==> src/rtl/cache_fill_ctrl.sv <==
// Cache line fill controller: optional 4-word victim writeback, then 4-word allocate, then a one-cycle done pulse.
// Writeback is built only when CACHE_FILL_WB_EN is defined; otherwise every miss goes straight to allocate.
module cache_fill_ctrl #(
   parameter int ADDR_W = 32,
   parameter int DATA_W = 32
) (
   input  logic              clk,
   input  logic              rst,
   input  logic              miss_req,
   input  logic [ADDR_W-1:0] miss_addr,
   input  logic              victim_dirty,
   input  logic [ADDR_W-1:0] victim_addr,
   output logic              busy,
   output logic              fill_done,
   output logic              mem_req,
   output logic              mem_we,
   output logic [ADDR_W-1:0] mem_addr,
   input  logic              mem_ack,
   input  logic [DATA_W-1:0] mem_rdata,
   output logic [1:0]        word_sel,
   output logic              line_we,
   output logic [1:0]        line_wsel,
   output logic [DATA_W-1:0] line_wdata
);

   typedef enum logic [1:0] {IDLE, WRITEBACK, ALLOCATE, DONE} state_t;

   state_t            state, state_nxt;
   logic [1:0]        cnt, cnt_nxt;
   // Only the line-base bits are kept; the low 4 address bits are always zero.
   logic [ADDR_W-5:0] miss_hi;

`ifdef CACHE_FILL_WB_EN
   logic [ADDR_W-5:0] victim_hi;
   logic              unused_bits;
   assign unused_bits = ^{miss_addr[3:0], victim_addr[3:0]};
`else
   logic              unused_bits;
   assign unused_bits = ^{miss_addr[3:0], victim_addr, victim_dirty};
`endif

   always_ff @(posedge clk) begin
      if (rst) begin
         state   <= IDLE;
         cnt     <= 2'd0;
         miss_hi <= '0;
`ifdef CACHE_FILL_WB_EN
         victim_hi <= '0;
`endif
      end else begin
         state <= state_nxt;
         cnt   <= cnt_nxt;
         if (state == IDLE && miss_req) begin
            miss_hi <= miss_addr[ADDR_W-1:4];
`ifdef CACHE_FILL_WB_EN
            victim_hi <= victim_addr[ADDR_W-1:4];
`endif
         end
      end
   end

   always_comb begin
      state_nxt  = state;
      cnt_nxt    = cnt;
      busy       = (state != IDLE);
      fill_done  = 1'b0;
      mem_req    = 1'b0;
      mem_we     = 1'b0;
      mem_addr   = '0;
      word_sel   = cnt;
      line_we    = 1'b0;
      line_wsel  = 2'd0;
      line_wdata = '0;
      case (state)
         IDLE: begin
            if (miss_req) begin
               cnt_nxt = 2'd0;
`ifdef CACHE_FILL_WB_EN
               state_nxt = victim_dirty ? WRITEBACK : ALLOCATE;
`else
               state_nxt = ALLOCATE;
`endif
            end
         end
`ifdef CACHE_FILL_WB_EN
         WRITEBACK: begin
            mem_req  = 1'b1;
            mem_we   = 1'b1;
            mem_addr = {victim_hi, cnt, 2'b00};
            if (mem_ack) begin
               cnt_nxt = cnt + 2'd1;
               if (cnt == 2'd3) state_nxt = ALLOCATE;
            end
         end
`endif
         ALLOCATE: begin
            mem_req  = 1'b1;
            mem_addr = {miss_hi, cnt, 2'b00};
            if (mem_ack) begin
               line_we    = 1'b1;
               line_wsel  = cnt;
               line_wdata = mem_rdata;
               cnt_nxt    = cnt + 2'd1;
               if (cnt == 2'd3) state_nxt = DONE;
            end
         end
         DONE: begin
            fill_done = 1'b1;
            state_nxt = IDLE;
         end
         default: state_nxt = IDLE;
      endcase
   end

endmodule

==> config.mk <==
export PLATFORM = sky130hd
export DESIGN_NAME = cache_fill_ctrl
export DESIGN_NICKNAME = d
export VERILOG_FILES = /design/src/rtl/cache_fill_ctrl.sv
export SDC_FILE = /design/constraint.sdc
export NUM_CORES = 1
export LEC_CHECK = 0
export CORE_AREA = 2 2 63 95
export CTS_CLUSTER_SIZE = 10
export DETAILED_ROUTE_END_ITERATION = 16
export DIE_AREA = 0 0 65 97
export PLACE_DENSITY = 0.81
export RECOVER_POWER = 100
export SETUP_SLACK_MARGIN = 0.2
export SYNTH_ARGS = -nofsm -noshare
export SYNTH_HDL_FRONTEND = slang
export SYNTH_SLANG_ARGS = --single-unit
==> constraint.sdc <==
create_clock -name clk -period 3.38 [get_ports clk]
set_input_delay 0.507 -clock clk [delete_from_list [all_inputs] [get_ports clk]]
set_output_delay 0.507 -clock clk [all_outputs]
set_load 0.01 [all_outputs]
* Word level (Yosys, flattened, before mapping)
Cells that the tools add are included.
** Cells by class
- Add/sub/neg operators :: 1
- Eq/ne operators :: 6
- Muxes and demuxes :: 16
- Reduce and logical (&&, ||, !) cells :: 6
** Operators with widths (count)
- 2-to-1 mux 32 bit :: 3
- 2-to-1 mux 2 bit :: 7
- case mux 2 bit (2 select lines) :: 2
- equality test 2 bit, second input constant :: 3
- inequality test 2 bit, second input constant :: 3
- AND reduction 3 bit :: 2
- 2-to-1 mux 1 bit :: 4
- nonzero test 2 bit :: 2
- adder 2 x 1 -> 2 bit, second input constant :: 1
- logical NOT 2 bit :: 1
- logical AND 1 bit :: 1
** Word-level totals
- Bits in registers :: 32
- Input bits :: 101
- Output and inout bits :: 73
- Logic and storage cells :: 32

* Depth between registers and ports, before layout
Gate-level depths: netlist of the first run.
- Depth in word-level cells :: 4
- Depth in mapped cells :: 4
- Gate-level depth less buffers :: 3

* Least setup slack after synthesis of the first run
OpenSTA, ideal clock, no wires.
- Path kind :: register to output
- Start :: register state[1]
- End :: output line_wdata[10]
- Arrival :: 1.066 ns
- Data required time :: 2.873 ns
- Setup slack :: 1.807 ns
- Cell stages (with the launch flop) :: 5
- Buffers on the path :: 2
- Path through :: dfxtp_1 nor2b_2 buf_4 buf_4 and3_1
** Between the ends
- Longest elaborated chain between the ends :: 2
** RTL lines
- start: declaration :: line 28 : state_t state, state_nxt;
- start signal: assignment :: line 51 : state <= state_nxt;
- equality test 2 bit :: line 74 : case (state)
- 2-to-1 mux 32 bit :: line 74
- end: declaration :: line 23 : output logic [DATA_W-1:0] line_wdata
Every way passes these cells.

* Final worst setup path of the first run
- Start :: input mem_ack
- End :: output line_wdata[18]
** Between the ends
- Longest elaborated chain between the ends :: 2
** RTL lines
- start: declaration :: line 18 : input logic mem_ack,
- 2-to-1 mux 32 bit :: line 99 : if (mem_ack) begin
- 2-to-1 mux 32 bit :: line 74
Every way passes these cells.

==> impl_metrics.toml, run 1 <==
[run_status]
run_status = "complete, no violations"

[cts]
insertion_delay_to_the_later_sink_of_the_worst_skew_pair_ps = 280
clock_tree.root_cell = "clkbuf_8"
clock_sink_count = 32
tritoncts = "yes"
hold_buffers = 0
clk_pin_slew_ps = 70
postCtsSetupBuffers = 0
ctsLongestPathBuffers = 2
ctsResizeCount = 0
ctsHtreeMaxLevel = 2
cts-buffers-inserted = 5

[setup_path]
crit_arrival_ps = 2480
cpPeakStageDelay_ps = 800
worst_path_max_delay_cell = "dlygate4sd3_1"
critical_path_most_common_cell = "dlygate4sd3_1"
crit_path_max_fanout = 21
worst_path_bufs_invs = 3
cpLargestDelayFamily = "buffers and inverters"
cp_cell_sequence = "dlygate4sd3_1, clkbuf_2, and3_1, dlygate4sd3_1"
critical_path_required_ps = 2870
critical_path.endpoint_type = "output port"
worst_setup_path_start_kind = "primary input"
timing_worst_setup_path_type = "primary input to output port"

[grt]
grt_pass1_vias = 1677
grt_pass1_wl_mm = 8.121
grt_antenna_before_repair = 0
gr-usage-all-layers_pct = 16.11
grt_max_degree = 44
overflow = 0

[die]
coreArea_um2 = 5409
floorplan.die.height_um = 97
pin_count = 174
placement_rows = 33
dieArea_um2 = 6305
floorplan.initialDensity_pct = 30.33
die_w_um = 65

[cells_and_area]
ff_latch_area_um2 = 640.6
num-fill-cells = 511
synthToLayoutAreaGrowth_pct = 87.57
nNetsFinal = 446
multi_input_comb_area_um2 = 883.3
diodes = 0
post_route_non_filler_standard_cell_count = 415
drive_above_1_share_pct = 4.058

[timing]
fmax_mhz = 335.2
layout_min_cycle_time_ps = 2983
setup_repair_after_global_routing_missed_its_margin = "no"
final_max_slew_viol_count = 0
timing.max_slew.rel_slack_pct = 3.874
hold_violations = 0
totalNegativeSetupSlack_ps = 0
final.period_utilization_pct = 88.25
setup_violation_total_in_the_final_timing_report = 0
worst_slew_pin_slew_ps = 1442
fin_worst_skew_ps = 9.233

[routing]
vias_per_cell = 4.513
finalWirelength_mm = 5.169
wl_per_cell_um = 12.46
detail-route-antenna-nets = 0
via_count = 1873
detailed_router_s_first_iteration_violation_count = 66
drc_errors = 0
total_iterations_of_the_first_detailed_routing_run = 4

[synth]
synth_area_per_cell_um2 = 7.490
sequential_to_total_area_share_from_yosys_stat_pct = 39.05
synth.cell_area_um2 = 1640
synth.yosys.warnings = 0
synthesis_stage_register_bit_count = 32
synth.distinct_cells = 21
synth_cells = 219

[placed_design]
place.gp.congestion = 0.6866
dpl.cell_count = 407
post-dp-hpwl_mm = 3.860
port-buffer-count = 133

[power]
p_sw_share_pct = 25.14
power.ir.vdd_worst_uv = 293.8
internal_w = 0.0006922
share_clk_of_total_power_pct = 32.3
share_seq_of_total_power_pct = 44.1
p_per_area_nw_per_um2 = 300.5
static-leakage-power_nw = 1.443
power.combinational.fraction_pct = 23.6
net-switching-power_w = 0.0002325

[flow_run]
drv.max_cap_violation_count = 0

[min_path]
path_category_of_the_worst_min_delay_check = "register to register"
routing by layer:
layer | wire, um | track usage [%] | share of wire (%) | vias to the layer above
li1 | - | - | - | 957
met1 | 1928 | 17.27 | 37 | 830
met2 | 2719 | 29.50 | 53 | 80
met3 | 468 | 4.651 | 9.1 | 6
met4 | 53 | 4.910 | 1.0 | 0
met5 | 0 | 0 | 0 | -
placed cells by master (no fill, tap or decap):
master and count:
nand3_1 3, clkbuf_1 2, clkbuf_8 6, ha_1 1, nor2_1 1, buf_4 1, and3_1 34, clkinvlp_4 1
or3b_1 1, inv_1 1, nand2_1 56, clkbuf_2 1, and2_1 23, nor3b_4 1, a21oi_1 30, dfxtp_1 32
nand3b_1 1, or2_2 2, nor3_1 1, nor3b_1 1, buf_12 1, dlygate4sd3_1 59, clkdlybuf4s50_1 74, nor2b_4 1
conb_1 3, and2_0 8
state kept, by name, indices dropped and copies added, names as in the netlist:
signal and flops:
miss_hi 28, state 2, word_sel 2
per-stage QoR:
| stage | total power [W] | util, % | setup slack [ps] | hold slack, ps | cell area [um^2] |
|---|---|---|---|---|---|
| floorplan | 0.0005101 | - | 1807 | 431.7 | 1648 |
| CTS | 0.0009479 | 57.00 | 622.8 | 452.7 | 3083 |
| global placement | 0.0006417 | 55.26 | 671.0 | 437.1 | 2989 |
| finish | 0.0009247 | 56.88 | 397.1 | 449.9 | 3077 |
| detailed placement | 0.0006452 | 55.26 | 665.0 | 443.0 | 2989 |
| global route | 0.0009749 | 56.88 | 256.9 | 469.2 | 3077 |
worst paths after layout:
| check | from | to | slack [ps] | cells past startpoint |
|---|---|---|---|---|
| worst min-delay path | miss_hi[1]$_SDFFE_PP0P_ | miss_hi[1]$_SDFFE_PP0P_ | 450 | 2 |
| worst min register to register | miss_hi[1]$_SDFFE_PP0P_ | miss_hi[1]$_SDFFE_PP0P_ | 450 | 2 |
| worst max register to register | state[0]$_SDFFE_PP0P_ | word_sel[1]$_SDFFE_PP0P_ | 1620 | 3 |
| worst max-delay path | mem_ack | line_wdata[18] | 400 | 4 |
cell families after synthesis:
| family | synth area share [%] |
|---|---|
| buffers and inverters | 7.856 |
| AOI/OAI and AO/OA | 9.153 |
| and+or+nand+nor | 42.94 |
| DFF | 39.05 |
| other | 0.2286 |
| adders and majority gates | 0.7627 |
worst min-delay path: cells and delay by family, from the launching register on:
kind             cells  cell delay, ps
flip-flops           1             310
AND/OR/NAND/NOR      1              50
AO/OA/AOI/OAI        1              50
synth_stat cells, drive strengths merged:
library cell,n,area share [%]
nand2,56,13
and3,34,13
dfxtp,32,39
and2,31,12
a21oi,30,9.2
buf,15,6.3
clkbuf,6,1.4
nand3,3,0.92
nor3b,2,1.6
or2,2,0.76
conb,1,0.23
ha,1,0.76
inv,1,0.23
nand3b,1,0.46
nor2,1,0.23
nor2b,1,0.53
nor3,1,0.30
or3b,1,0.53
power by group through the flow:
stage	logic (W)	clock network, W	registers [W]
final	0.000218	0.000299	0.000408
after CTS	0.000230	0.000310	0.000408
after detailed placement	0.000229	0	0.000416
after global placement	0.000226	0	0.000415
after floorplan	0.0000961	0	0.000414
after global routing	0.000239	0.000325	0.000411
cell type report:
cell class                 instances  area share, %
clock buffer                       7          2.806
sequential                        32          20.82
multi-input combinational        167          28.71
inverter                           1         0.1220
tap                               70          2.847
timing repair buffer             137          44.45
clock inverter                     1         0.2440
Note: power is estimated with default switching activity, not from simulation.
==> inputs of run 2 (changes only) <==
CORE_AREA = 2 2 67 69   (was 2 2 63 95)
DIE_AREA = 0 0 69 71   (was 0 0 65 97)
DONT_BUFFER_PORTS = 1   (was not set)
PLACE_DENSITY = not set   (was 0.81)
PLACE_DENSITY_LB_ADDON = 0.12   (was not set)
clock period = 3.6 ns   (was 3.38 ns; I/O delays follow)
==> impl_metrics.toml, run 2 (same netlist as run 1, synthesis figures left out) <==
[run_status]
run_status = "finished, violations left"
failing_checks = "capacitance limit, slew limit"

[cts]
clk_pin_slew_ps = 70
cts-buffers-inserted = 5
tritoncts = "yes"
ctsLongestPathBuffers = 2
ctsResizeCount = 0
hold_buffers = 0
clock_sink_count = 32
ctsHtreeMaxLevel = 2
clock_tree.root_cell = "clkbuf_8"
postCtsSetupBuffers = 0
insertion_delay_to_the_later_sink_of_the_worst_skew_pair_ps = 280

[setup_path]
rr_endpoint = "miss_hi[24]$_SDFFE_PP0P_"
critical_path_required_ps = 3060
critical_path.endpoint_type = "output port"
reg2reg_setup_slack_ps = 1580
setup.worst_path.end = "line_wdata[10]"
cp_cell_sequence = "nor2b_4, and3_1"
cpPeakStageDelay_ps = 910
worst-r2r-cell-count = 3
worst_setup_path_startpoint = "state[1]$_SDFFE_PP0P_"
worstReg2RegStart = "state[0]$_SDFFE_PP0P_"
worst_path_max_delay_cell = "nor2b_4"
crit_arrival_ps = 1990
worst_setup_path_start_kind = "register"
crit_path_max_fanout = 66
timing_worst_setup_path_type = "register to output port"

[power]
p_sw_share_pct = 22.99
net-switching-power_w = 0.0001922
power.ir.vdd_worst_uv = 228.9
power.combinational.fraction_pct = 9.9
internal_w = 0.0006438
post-layout-total-power_w = 0.0008360
share_clk_of_total_power_pct = 44.2
share_seq_of_total_power_pct = 45.9
p_per_area_nw_per_um2 = 488.1
static-leakage-power_nw = 0.7516

[routing]
detailed_router_s_first_iteration_violation_count = 36
via_count = 1369
finalWirelength_mm = 3.763
drc_errors = 0
detail-route-antenna-nets = 0
vias_per_cell = 5.265
total_iterations_of_the_first_detailed_routing_run = 4
wl_per_cell_um = 14.47

[timing]
fmax_mhz = 395.4
final.period_utilization_pct = 70.24
totalNegativeSetupSlack_ps = 0
setup_repair_after_global_routing_missed_its_margin = "no"
hold-worst-slack_ps = 325.1
setup_violation_total_in_the_final_timing_report = 0
final_max_slew_viol_count = 29
hold_violations = 0
fin_worst_skew_ps = 6.764
layout_min_cycle_time_ps = 2529
worst_slew_pin_slew_ps = 1561
timing.max_slew.rel_slack_pct = -4.500

[cells_and_area]
synthToLayoutAreaGrowth_pct = 4.424
layout.cells.most_common_list = "nand2_1, and3_1, dfxtp_1"
ff_latch_area_um2 = 640.6
drive_above_1_share_pct = 5.769
num-fill-cells = 459
registers.top_by_ff_count = "miss_hi"
diodes = 0
multi_input_comb_area_um2 = 877.1
largest_register_ffs = 28
final_common_cell = "nand2_1"
nNetsFinal = 309

[die]
pin_count = 174
placement_rows = 24
die_w_um = 69
floorplan.die.height_um = 71
dieArea_um2 = 4899
floorplan.initialDensity_pct = 39.02
coreArea_um2 = 4204

[placed_design]
port-buffer-count = 0
place.gp.congestion = 0.7212
post-dp-hpwl_mm = 2.686

[grt]
overflow = 0
gr-usage-all-layers_pct = 14.25
grt_pass1_vias = 1180
grt_pass1_wl_mm = 5.637
grt_max_degree = 67
grt_antenna_before_repair = 0

[flow_run]
drv.max_cap_violation_count = 1

[min_path]
path_category_of_the_worst_min_delay_check = "primary input to register"
## run 2: critical path: cells and delay by family (launching register included)
| kind | cells | cell delay [ps] |
|---|---|---|
| AND/OR/NAND/NOR | 2 | 1280 |
| flip-flops | 1 | 430 |
## run 2: final cells by class
class / instances / area share [%]
multi-input combinational: 167 / 51.21
inverter: 1 / 0.2191
tap: 52 / 3.798
clock buffer: 7 / 5.625
sequential: 32 / 37.40
clock inverter: 1 / 1.753
## run 2: how the worst min path moves through the flow
| stage | from | to | slack [ps] | cells past startpoint |
|---|---|---|---|---|
| 2_1_floorplan | miss_hi[0]$_SDFFE_PP0P_ | miss_hi[0]$_SDFFE_PP0P_ | 430 | 2 |
| 3_3_place_gp | miss_hi[21]$_SDFFE_PP0P_ | miss_hi[21]$_SDFFE_PP0P_ | 430 | 2 |
| 3_5_place_dp | miss_hi[17]$_SDFFE_PP0P_ | miss_hi[17]$_SDFFE_PP0P_ | 440 | 2 |
| 4_1_cts | rst | miss_hi[12]$_SDFFE_PP0P_ | 310 | 1 |
| 5_1_grt | rst | miss_hi[17]$_SDFFE_PP0P_ | 310 | 1 |
| 6_report | rst | miss_hi[12]$_SDFFE_PP0P_ | 330 | 1 |
## run 2: metrics by stage
stage                     std cells  area (um^2)  worst slack [ps]  utilization (%)
after floorplan                 221         1648              1994                -
after global routing            260         1713             894.4            40.74
after detailed placement        252         1593              1313            37.89
final                           260         1713              1071            40.74
after CTS                       260         1719              1008            40.89
after global placement          252         1593              1429            37.89
## run 2: power groups by stage
stage | logic, W | clock network [W] | registers (W)
2_1_floorplan | 0.0000902 | 0 | 0.000389
3_3_place_gp | 0.0000832 | 0 | 0.000391
3_5_place_dp | 0.0000856 | 0 | 0.000392
4_1_cts | 0.0000856 | 0.000384 | 0.000384
5_1_grt | 0.0000923 | 0.000401 | 0.000387
6_report | 0.0000824 | 0.000370 | 0.000384
## run 2: layer usage
| metal | vias up | GRT usage, % | share of wire (%) |
|---|---|---|---|
| li1 | 683 | - | - |
| met1 | 609 | 15.48 | 40 |
| met2 | 73 | 26.18 | 51 |
| met3 | 4 | 5.128 | 8.1 |
| met4 | 0 | 3.922 | 0.66 |
| met5 | - | 0 | 0 |
